==> src/rtl/compare_sort_sequencer.sv <==
// Bubble-sorts a small register array in place with one shared unsigned comparator.
// Values are streamed in, sorted on start, and read back through a combinational port.
module compare_sort_sequencer #(
  parameter int WIDTH = 2,
  parameter int DEPTH = 4
) (
  input  logic                     clk,
  input  logic                     rst_n,
  input  logic                     load_valid,
  output logic                     load_ready,
  input  logic [WIDTH-1:0]         load_data,
  input  logic                     start,
  output logic                     busy,
  output logic                     done,
  input  logic [$clog2(DEPTH)-1:0] rd_addr,
  output logic [WIDTH-1:0]         rd_data,
  output logic [7:0]               swap_count
);
  // state | meaning
  // IDLE  | accept loads, wait for start with a full array
  // CMP   | compare mem[j] against mem[j+1]
  // SWAP  | exchange mem[j] and mem[j+1]
  // DONE  | one-cycle completion pulse, load count cleared
  localparam int AW = $clog2(DEPTH);
  localparam int CW = $clog2(DEPTH + 1);
  localparam logic [1:0] IDLE = 2'd0;
  localparam logic [1:0] CMP  = 2'd1;
  localparam logic [1:0] SWAP = 2'd2;
  localparam logic [1:0] DONE = 2'd3;
  localparam logic [CW-1:0] FULL      = CW'(DEPTH);
  localparam logic [AW-1:0] LAST_PASS = AW'(DEPTH - 2);

  logic [1:0]       state;
  logic [WIDTH-1:0] mem [DEPTH];
  logic [CW-1:0]    count;
  logic [AW-1:0]    j;
  logic [AW-1:0]    j_nxt;
  logic [AW-1:0]    pass;
  logic [AW-1:0]    last_j;
  logic             swapped;
  logic             gt;
  logic             end_pass;
  logic             finish;
  logic             advance;

  assign j_nxt    = j + 1'b1;
  assign gt       = mem[j] > mem[j_nxt];
  assign last_j   = LAST_PASS - pass;
  assign end_pass = (j == last_j);
  // A SWAP cycle counts as a swap in this pass even before swapped is registered.
  assign finish   = !(swapped || state == SWAP) || (pass == LAST_PASS);
  assign advance  = (state == CMP && !gt) || (state == SWAP);

  assign load_ready = (state == IDLE) && (count < FULL);
  assign busy       = (state == CMP) || (state == SWAP);
  assign done       = (state == DONE);
  assign rd_data    = mem[rd_addr];

  always_ff @(posedge clk) begin
    if (!rst_n) begin
      state      <= IDLE;
      count      <= '0;
      j          <= '0;
      pass       <= '0;
      swapped    <= 1'b0;
      swap_count <= '0;
      for (int i = 0; i < DEPTH; i++) mem[i] <= '0;
    end else begin
      case (state)
        IDLE: begin
          if (load_valid && load_ready) begin
            mem[count[AW-1:0]] <= load_data;
            count              <= count + 1'b1;
          end
          if (start && count == FULL) begin
            j          <= '0;
            pass       <= '0;
            swapped    <= 1'b0;
            swap_count <= '0;
            state      <= CMP;
          end
        end
        CMP: begin
          if (gt) state <= SWAP;
        end
        SWAP: begin
          mem[j]     <= mem[j_nxt];
          mem[j_nxt] <= mem[j];
          swapped    <= 1'b1;
          if (swap_count != 8'hFF) swap_count <= swap_count + 1'b1;
        end
        DONE: begin
          count <= '0;
          state <= IDLE;
        end
        default: state <= IDLE;
      endcase

      if (advance) begin
        if (!end_pass) begin
          j     <= j_nxt;
          state <= CMP;
        end else if (finish) begin
          state <= DONE;
        end else begin
          pass    <= pass + 1'b1;
          j       <= '0;
          swapped <= 1'b0;
          state   <= CMP;
        end
      end
    end
  end
endmodule

==> config.mk <==
export PLATFORM = sky130hd
export DESIGN_NAME = compare_sort_sequencer
export DESIGN_NICKNAME = d
export VERILOG_FILES = /design/src/rtl/compare_sort_sequencer.sv
export SDC_FILE = /design/constraint.sdc
export NUM_CORES = 1
export LEC_CHECK = 0
export CAP_MARGIN = 20
export CORE_MARGIN = 2
export CORE_UTILIZATION = 50
export CTS_BUF_LIST = sky130_fd_sc_hd__clkbuf_8
export DETAILED_ROUTE_END_ITERATION = 8
export HOLD_SLACK_MARGIN = 0.06
export MAX_ROUTING_LAYER = met4
export PLACE_DENSITY = 0.73
export SYNTH_ARGS = -nofsm -noshare
export SYNTH_HDL_FRONTEND = slang
export SYNTH_SLANG_ARGS = --single-unit
==> constraint.sdc <==
create_clock -name clk -period 3.45 [get_ports clk]
set_input_delay 0.69 -clock clk [delete_from_list [all_inputs] [get_ports clk]]
set_output_delay 0.69 -clock clk [all_outputs]
set_load 0.01 [all_outputs]
==> reports/metrics.csv, run 1 <==
stage,metric,value,unit
timing,final hold viol count,0,
logic_synthesis,cell area after synthesis,1810,um2
logic_synthesis,Synthesized Nets,221,
routing,initial drt markers,122,
worst_setup_path,FF-to-FF path depth,9,
logic_synthesis,Synth async-reset ratio,0,
worst_setup_path,Crit path depth,9,
clock_tree,CTS tree,yes,
hold_path,hold path depth,2,
worst_setup_path,Worst R2R End,pass[0],
worst_setup_path,Worst R2R Start,j[0],
timing,max_slew headroom,0.431,
layout,cell area after layout,2090,um2
logic_synthesis,Synth Register Bits,26,
timing,fin crit period,3110,ps
layout,Ant. Diodes,0,
power,Sw Ratio,0.224,
layout,fin util,0.611,
layout,final net count,237,
logic_synthesis,Synth top area share,0.199,
routing,Avg WL per Cell,16.3,um
power,maximum vdd drop,0.240,mV
routing,DRT Pass-1 Iters,4,
logic_synthesis,Syn Area/Cell,9.09,um2
worst_setup_path,slowest cell on the critical path,dfxtp_1,
logic_synthesis,"EDFF count, synth",8,
power,total chip power,0.661,mW
timing,Slew Limit Fails,0,
worst_setup_path,"Max FO, Critical Path",12,
worst_setup_path,"delay-heaviest family, CP",multiplexers,
clock_tree,cts bufs inserted,3,
worst_setup_path,Setup CP Type,reg2reg,
routing,Via density,6.25,
logic_synthesis,Synth area leader,dfxtp_1,
timing,fmax,322,MHz
place,DP Area,2020,um2
floorplan,Initial Utilization,0.530,
power,sequential power share,0.503,
logic_synthesis,"count leader, synth",nand2_1,
logic_synthesis,Commonest cells post-synth,"19 x nand2_1, 18 x dfxtp_1, 15 x a21oi_1",
layout,total of fill cells in the finished design,297,
worst_setup_path,Crit path largest cell delay,630,ps
place,Buffers on Ports,20,
power,Switching Power,0.148,mW
logic_synthesis,Main synth FF type,dfxtp_1,
floorplan,core footprint,3420,um2
global_route,vias in the first global route,1558,
timing,fin crit share,0.900,
clock_tree,post_cts resized,0,
place,routability cong.,0.871,
worst_setup_path,Crit. End Element,flip-flop,
timing,Worst-Margin Slew,853,ps
place,pre-CTS worst setup slack,395,ps
power,Leak Pwr,0.687,nW
power,Clk pwr share,0.390,
global_route,Total GRT Usage,0.229,
logic_synthesis,"Seq/Total Area, Yosys",0.332,
floorplan,full die area,4120,um2
logic_synthesis,Synth area leaders,"dfxtp_1 20%, edfxtp_1 13%, ha_1 9.7%",
timing,RSZ-0062 raised after global routing,no,
power,Power Density,317,nW/um2
floorplan,die width,64.2,um
layout,area delta synth->final,15.4,%
worst_setup_path,CP Cell Sequence,"inv_1, ha_1, mux4_2, inv_1, ha_1, nor2b_1, o31a_1, nor4_4, mux2i_1",
routing,Detail Route Antenna Nets,0,
worst_setup_path,r2r setup slk,340,ps
routing,DRC Markers,0,
layout,fraction of layout cells with a size suffix above 1,0.0935,
routing,final wirelength,4230,um
worst_setup_path,startpoint type of the worst setup path,flip-flop,
clock_tree,# Post-CTS Setup Buffers,0,
power,Internal Pwr Total,0.513,mW
worst_setup_path,Critical Path End,pass[0],
global_route,GR Overflow Total,0,
clock_tree,clk slew on worst S/H paths,100,ps
routing,Vias,1625,
worst_setup_path,Critical path origin,j[0],
floorplan,boundary pin count,21,
worst_setup_path,crit path DAT,3320,ps
worst_setup_path,Critical Path RT,3660,ps
floorplan,Die Height,64.2,um
run,Max Cap Viol,0,
power,Gate power share,0.106,
timing,Setup WS post-layout,344,ps
clock_tree,# clock sinks,26,
logic_synthesis,Yosys cell types,50,
status,outcome,completed,
clock_tree,worst skew pair latency,280,ps
place,DPL Wire Length,3200,um
global_route,first-pass GRT wire length,7280,um
global_route,largest net degree at the start of global routing,22,
timing,"Setup violations, final",0,
timing,Setup TNS,0,ps
clock_tree,Max Buffers Root-to-Sink,2,
logic_synthesis,post-synthesis cell count,199,
timing,Setup Skew,8.92,ps
worst_setup_path,Buffers & Inverters on Critical Path,2,
clock_tree,Clock Tree Root,clkbuf_8,
logic_synthesis,Syn. warnings,0,
global_route,initial antenna violation count,0,
hold_path,worst min-delay path class,reg2reg,
clock_tree,H-tree levels,1,
floorplan,FP Rows,21,
clock_tree,Hold Buf Count CTS,0,
-- power by group through the flow --
stage	clock (mW)	sequential [mW]	combinational (mW)
after floorplan	0	0.335	0.0459
final	0.258	0.333	0.0704
after global placement	0	0.339	0.0678
after global routing	0.280	0.334	0.0771
after detailed placement	0	0.340	0.0695
after CTS	0.259	0.333	0.0698
-- flip-flops by register name (all words and copies together) (netlist names) --
| name | flops |
|---|---|
| mem | 8 |
| swap_count | 8 |
| count | 3 |
| j | 2 |
| pass | 2 |
| state | 2 |
| swapped | 1 |
-- metal layers --
metal | vias to the layer above | track usage | wire length, um
li1 | 773 | - | -
met1 | 784 | 0.320 | 1920
met2 | 64 | 0.354 | 1970
met3 | 4 | 0.0299 | 320
met4 | 0 | 0.0585 | 21
met5 | - | - | 0
-- worst min-delay path, stage by stage, from the launching register on --
cell and delay, ps:
dfxtp_1 350, nand2_1 70, a21oi_1 50
-- layout by cell type (no fill, tap or decap), types with 6 or more instances in the layout --
cell type,netlist,final
a21oi_1,15,15
clkdlybuf4s50_1,0,20
dfxtp_1,18,18
edfxtp_1,8,8
ha_1,14,14
inv_1,14,14
mux4_2,6,6
nand2_1,19,19
nand3_1,13,13
nor2_1,11,11
o21ai_1,6,6
o31ai_1,6,6
-- kinds of logic after synthesis --
kind of cell / after synthesis / share of synthesized area
simple gates: 74 / 0.227
compound gates: 51 / 0.187
flops: 26 / 0.332
buf+inv: 24 / 0.0615
fa+ha+maj: 14 / 0.0968
mux: 8 / 0.0858
xor+xnor: 2 / 0.00968
-- final cells by class --
type / instances / area [um2] / area share
multi-input combinational: 149 / 1100 / 0.526
timing repair buffer: 21 / 208 / 0.0995
sequential: 26 / 601 / 0.288
clock inverter: 1 / 30.0 / 0.0144
clock buffer: 3 / 41.3 / 0.0198
inverter: 14 / 52.6 / 0.0252
tap: 46 / 57.6 / 0.0276
-- metrics by stage --
stage,hold slack (ps),cells
2_1_floorplan,467,199
3_3_place_gp,474,256
3_5_place_dp,486,256
4_1_cts,505,260
5_1_grt,538,260
6_report,508,260
-- worst min-delay path by stage --
stage | slack [ps] | start | to
after CTS | 500 | swap_count[1] | swap_count[1]
after floorplan | 470 | pass[1] | pass[1]
final | 510 | swap_count[1] | swap_count[1]
after detailed placement | 490 | swap_count[7] | swap_count[7]
after global placement | 470 | swap_count[6] | swap_count[6]
after global routing | 540 | swap_count[7] | swap_count[7]
No activity file was read; power rests on OpenSTA's default activity.
==> run 2: changes to the inputs <==
- CORE_UTILIZATION: 50 -> 40
- PLACE_DENSITY: 0.73 -> 0.61
==> run 2 against run 1 <==
  * Die area up 23%
  * Design area up 0.72%
  * Critical path type unchanged
  * Worst setup slack better by 87 ps
  * Highest routed layer unchanged
  * Largest cell class unchanged
==> reports/metrics.csv, run 2 (synthesis gave the netlist of run 1 again) <==
stage,metric,value,unit,change
status,outcome,completed,,
layout,total of fill cells in the finished design,411,,+38%
floorplan,full die area,5080,um2,+23%
floorplan,core footprint,4350,um2,+27%
clock_tree,Hold Buf Count CTS,0,,unchanged
routing,Via density,5.87,,-6.1%
global_route,initial antenna violation count,0,,unchanged
clock_tree,CTS tree,yes,,
worst_setup_path,Setup CP Type,reg2reg,,
floorplan,die width,71.3,um,+11%
timing,Worst-Margin Slew,818,ps,-35.3 ps
timing,Setup TNS,0,ps,unchanged
clock_tree,Clock Tree Root,clkbuf_8,,
floorplan,Die Height,71.3,um,+11%
clock_tree,Max Buffers Root-to-Sink,2,,unchanged
worst_setup_path,Crit. End Element,flip-flop,,
routing,final wirelength,4080,um,-3.4%
worst_setup_path,crit path DAT,3230,ps,-90 ps
clock_tree,clk slew on worst S/H paths,100,ps,about the same
routing,Vias,1567,,-3.6%
worst_setup_path,"Max FO, Critical Path",10,,-2
clock_tree,# Post-CTS Setup Buffers,0,,unchanged
clock_tree,post_cts resized,0,,unchanged
timing,final hold viol count,0,,unchanged
routing,DRC Markers,0,,unchanged
layout,cell area after layout,2100,um2,+0.72%
power,Sw Ratio,0.232,,+0.00866
place,DPL Wire Length,2990,um,-6.6%
global_route,vias in the first global route,1417,,-9.1%
power,Switching Power,0.155,mW,+5.1%
worst_setup_path,startpoint type of the worst setup path,flip-flop,,
layout,area delta synth->final,16.2,%,
place,routability cong.,0.916,,+5.2%
floorplan,FP Rows,24,,+14%
routing,Detail Route Antenna Nets,0,,unchanged
hold_path,worst min-delay path class,reg2reg,,
worst_setup_path,Worst R2R Start,j[1],,
clock_tree,# clock sinks,26,,unchanged
floorplan,Initial Utilization,0.416,,-0.114
timing,fin crit period,3020,ps,-87.1 ps
layout,"commonest non-fill, non-tap cells in the layout","20 x clkdlybuf4s50_1, 19 x nand2_1, 18 x dfxtp_1, 15 x a21oi_1",,
routing,DRT Pass-1 Iters,4,,unchanged
worst_setup_path,Crit path largest cell delay,590,ps,-40 ps
timing,Slew Limit Fails,0,,unchanged
routing,Avg WL per Cell,15.3,um,-5.9%
place,Buffers on Ports,20,,unchanged
timing,"Setup violations, final",0,,unchanged
place,Inst Count DP,263,,+2.7%
layout,final net count,238,,+0.42%
routing,initial drt markers,79,,-35%
worst_setup_path,CP Cell Sequence,"inv_1, ha_1, mux4_2, inv_1, ha_1, nor2b_1, o31a_1, nor4_4, mux2i_1",,
power,sequential power share,0.497,,-0.006
clock_tree,cts bufs inserted,3,,unchanged
layout,top flop regs,"mem: 8 flops, swap_count: 8 flops, count: 3 flops",,
layout,Ant. Diodes,0,,unchanged
hold_path,worst min-delay path startpoint,swap_count[1],,
worst_setup_path,Critical Path RT,3660,ps,about the same
power,Internal Pwr Total,0.513,mW,about the same
timing,fin crit share,0.875,,-0.0253
global_route,Total GRT Usage,0.174,,-0.0547
global_route,first-pass GRT wire length,6890,um,-5.3%
layout,Layout Cells excl Fill,267,,+2.7%
power,Clk pwr share,0.397,,+0.007
timing,fmax,331,MHz,+2.9%
timing,RSZ-0062 raised after global routing,no,,
place,DP Area,2030,um2,+0.75%
layout,fraction of layout cells with a size suffix above 1,0.0977,,+0.00422
power,Leak Pwr,0.693,nW,+0.79%
power,Power Density,318,nW/um2,+0.43%
timing,max_slew headroom,0.455,,+0.0235
clock_tree,worst skew pair latency,280,ps,about the same
floorplan,boundary pin count,21,,unchanged
power,Gate power share,0.106,,about the same
timing,Setup Skew,7.42,ps,-1.50 ps
run,Max Cap Viol,0,,unchanged
global_route,GR Overflow Total,0,,unchanged
worst_setup_path,Critical path origin,j[1],,
worst_setup_path,slowest cell on the critical path,dfxtp_1,,
clock_tree,H-tree levels,1,,unchanged
global_route,largest net degree at the start of global routing,22,,unchanged
layout,"most common cell after layout, fill and taps aside",clkdlybuf4s50_1,,
power,maximum vdd drop,0.131,mV,-45%
-- run 2: changes by cell type in the layout (fill, tap and decap cells not counted) --
cell / previous run / this run
buf_4: 1 / 2
-- run 2: layer usage --
| layer | track usage | share of wire | vias to the layer above |
|---|---|---|---|
| li1 | - | - | 777 |
| met1 | 0.258 | 0.51 | 738 |
| met2 | 0.242 | 0.42 | 42 |
| met3 | 0.0239 | 0.045 | 10 |
| met4 | 0.0650 | 0.020 | 0 |
| met5 | - | 0 | - |
-- run 2: power groups by stage --
stage / Sequential (mW) / Combinational [mW] / Clock (mW)
floorplan: 0.335 / 0.0459 / 0
global placement: 0.339 / 0.0704 / 0
detailed placement: 0.340 / 0.0706 / 0
CTS: 0.333 / 0.0709 / 0.266
global route: 0.334 / 0.0799 / 0.279
finish: 0.333 / 0.0712 / 0.265
-- run 2: critical path, delay by kind of cell (launching register included) --
family	cells	cell delay, ps
AO/OA/AOI/OAI	1	280
adder cells (fa/ha/maj)	2	600
buffers and inverters	2	220
flip-flops	1	590
multiplexers	2	740
AND/OR/NAND/NOR	2	510
-- run 2: area by class of cell --
type / count / area, um2 / area share
tap: 52 / 65.1 / 0.0310
sequential: 26 / 601 / 0.286
timing repair buffer: 22 / 215 / 0.102
clock buffer: 3 / 41.3 / 0.0196
clock inverter: 1 / 30.0 / 0.0143
multi-input combinational: 149 / 1100 / 0.522
inverter: 14 / 52.6 / 0.0250
-- run 2: per-stage QoR --
stage	total power, mW	hold WS (ps)	util	worst slack, ps
CTS	0.669	500	0.483	455
floorplan	0.381	467	-	753
finish	0.669	494	0.483	432
detailed placement	0.410	486	0.466	477
global placement	0.410	478	0.466	578
global route	0.693	524	0.483	251
-- run 2: final timing paths --
| path | depth (start not counted) | endpoint | slack (ps) |
|---|---|---|---|
| setup / recovery | 9 | pass[1] | 430 |
| hold reg to reg | 2 | swap_count[1] | 490 |
| hold / removal | 2 | swap_count[1] | 490 |
| setup reg to reg | 9 | pass[1] | 430 |
==> run 3: changes to the inputs <==
- CAP_MARGIN: 20 -> 10
- CELL_PAD_IN_SITES_DETAIL_PLACEMENT: default -> 2
- CELL_PAD_IN_SITES_GLOBAL_PLACEMENT: default -> 2
- CORE_UTILIZATION: 40 -> 36
- PLACE_DENSITY: 0.61 -> 0.83
==> run 3 against run 2 <==
  * Clock power fell by 31%
  * Combinational power rose by 6.7%
  * Sequential power barely moved
  * Worst hold slack improved by 11 ps
  * Design area did not move
  * Non-clock buffer count rose by 1
==> reports/metrics.csv, run 3 (synthesis gave the netlist of run 1 again) <==
stage,metric,value,unit,change
place,pre-CTS worst setup slack,334,ps,-142 ps
clock_tree,cts bufs inserted,3,,unchanged
place,DPL Wire Length,4500,um,+51%
clock_tree,Hold Buf Count CTS,0,,unchanged
timing,"Setup violations, final",0,,unchanged
routing,DR top layer,met4,,
global_route,initial antenna violation count,0,,unchanged
clock_tree,# clock sinks,26,,unchanged
clock_tree,clk slew on worst S/H paths,90,ps,about the same
place,Inst Count DP,279,,+6.1%
clock_tree,worst skew pair latency,280,ps,about the same
timing,fin crit period,3170,ps,+152 ps
power,Power Density,281,nW/um2,-12%
floorplan,Initial Utilization,0.378,,-0.0375
timing,RSZ-0062 raised after global routing,no,,
clock_tree,# Post-CTS Setup Buffers,0,,unchanged
clock_tree,CTS tree,yes,,
clock_tree,Clock Tree Root,clkbuf_8,,
global_route,GR Overflow Total,0,,unchanged
layout,final net count,239,,+0.42%
floorplan,FP Rows,25,,+4.2%
place,routability cong.,0.927,,+1.2%
layout,Ant. Diodes,0,,unchanged
run,Max Cap Viol,0,,unchanged
power,maximum vdd drop,0.178,mV,+36%
layout,fraction of layout cells with a size suffix above 1,0.0972,,-0.000452
floorplan,boundary pin count,21,,unchanged
timing,Setup TNS,0,ps,unchanged
routing,Vias,1622,,+3.5%
place,Buffers on Ports,20,,unchanged
worst_setup_path,crit path DAT,3370,ps,+140 ps
place,DP Area,2060,um2,+1.3%
power,Leak Pwr,0.689,nW,-0.58%
worst_setup_path,Buffers & Inverters on Critical Path,2,,unchanged
layout,Layout Cells excl Fill,283,,+6.0%
worst_setup_path,slowest cell on the critical path,dfxtp_1,,
routing,met2 routed wirelength,2960,um,+71%
worst_setup_path,"delay-heaviest family, CP",multiplexers,,
layout,"commonest non-fill, non-tap cells in the layout","20 x clkdlybuf4s50_1, 19 x nand2_1, 18 x dfxtp_1, 15 x inv_1, 15 x a21oi_1",,
worst_setup_path,startpoint type of the worst setup path,flip-flop,,
routing,final wirelength,5610,um,+37%
worst_setup_path,Crit. End Element,flip-flop,,
status,outcome,completed,,
clock_tree,H-tree levels,1,,unchanged
routing,DRC Markers,0,,unchanged
routing,Avg WL per Cell,19.8,um,+30%
floorplan,die width,74.9,um,+5.1%
routing,Via density,5.73,,-2.3%
clock_tree,Max Buffers Root-to-Sink,2,,unchanged
floorplan,Die Height,74.9,um,+5.1%
routing,DRT Pass-1 Iters,4,,unchanged
layout,area delta synth->final,16.2,%,unchanged
worst_setup_path,Setup CP Type,reg2reg,,
routing,Met1 Wirelength,2440,um,+17%
hold_path,worst min-delay path class,reg2reg,,
timing,final hold viol count,0,,unchanged
timing,Fin Hold WS,505,ps,+10.9 ps
layout,"most common cell after layout, fill and taps aside",clkdlybuf4s50_1,,
worst_setup_path,Crit path largest cell delay,620,ps,+30 ps
timing,Setup Skew,3.14,ps,-4.29 ps
worst_setup_path,Critical Path RT,3650,ps,about the same
worst_setup_path,CP Cell Sequence,"inv_1, ha_1, mux4_2, inv_1, ha_1, nor2b_1, o31a_1, nor4_4, mux2i_1",,
timing,fmax,315,MHz,-4.8%
floorplan,core footprint,4790,um2,+9.9%
global_route,first-pass GRT wire length,9340,um,+36%
timing,max_slew headroom,0.416,,-0.0392
layout,top flop regs,"mem: 8 flops, swap_count: 8 flops, count: 3 flops",,
timing,Slew Limit Fails,0,,unchanged
worst_setup_path,"Max FO, Critical Path",10,,unchanged
global_route,Total GRT Usage,0.232,,+0.0573
routing,Detail Route Antenna Nets,0,,unchanged
layout,cell area after layout,2100,um2,unchanged
timing,Setup WS post-layout,280,ps,-152 ps
timing,fin crit share,0.919,,+0.0440
global_route,largest net degree at the start of global routing,22,,unchanged
floorplan,full die area,5610,um2,+10%
timing,Worst-Margin Slew,877,ps,+58.8 ps
routing,initial drt markers,122,,+54%
routing,met3 wire len,152,um,-18%
global_route,vias in the first global route,1797,,+27%
clock_tree,post_cts resized,0,,unchanged
layout,total of fill cells in the finished design,535,,+30%
-- run 3: area by class of cell --
| type | instances | area, um2 | share of cell area |
|---|---|---|---|
| clock buffer | 3 | 41.3 | 0.0196 |
| timing repair buffer | 23 | 223 | 0.106 |
| inverter | 14 | 52.6 | 0.0250 |
| sequential | 26 | 601 | 0.286 |
| tap | 67 | 83.8 | 0.0399 |
| multi-input combinational | 149 | 1100 | 0.522 |
| clock inverter | 1 | 3.75 | 0.00179 |
-- run 3: worst paths after layout --
path | startpoint | slack [ps] | to | cells after the start
setup / recovery | j[1] | 280 | pass[1] | 9
hold / removal | swap_count[1] | 510 | swap_count[1] | 2
hold reg to reg | swap_count[1] | 510 | swap_count[1] | 2
setup reg to reg | j[1] | 280 | pass[1] | 9
-- run 3: routing by layer --
metal,up-vias,global-route usage
met3,7,0.0361
met2,27,0.408
met4,0,0.0575
met5,-,-
li1,778,-
met1,810,0.275
-- run 3: power breakdown --
part | internal [mW] | leakage (nW) | switching, mW | total (mW)
Sequential | 0.324 | 0.228 | 0.0102 | 0.334
Combinational | 0.0355 | 0.433 | 0.0404 | 0.0760
Clock | 0.0800 | 0.0269 | 0.102 | 0.182
Total | 0.439 | 0.689 | 0.152 | 0.592
-- run 3: tightest hold or removal path, cell delays in order, from the launching register on --
cell and delay [ps]:
dfxtp_1 350, nand2_1 70, a21oi_1 50
-- run 3: per-stage QoR --
stage | utilization | total power, mW
floorplan | - | 0.381
global placement | 0.430 | 0.411
detailed placement | 0.430 | 0.417
CTS | 0.439 | 0.600
global route | 0.439 | 0.615
finish | 0.439 | 0.592
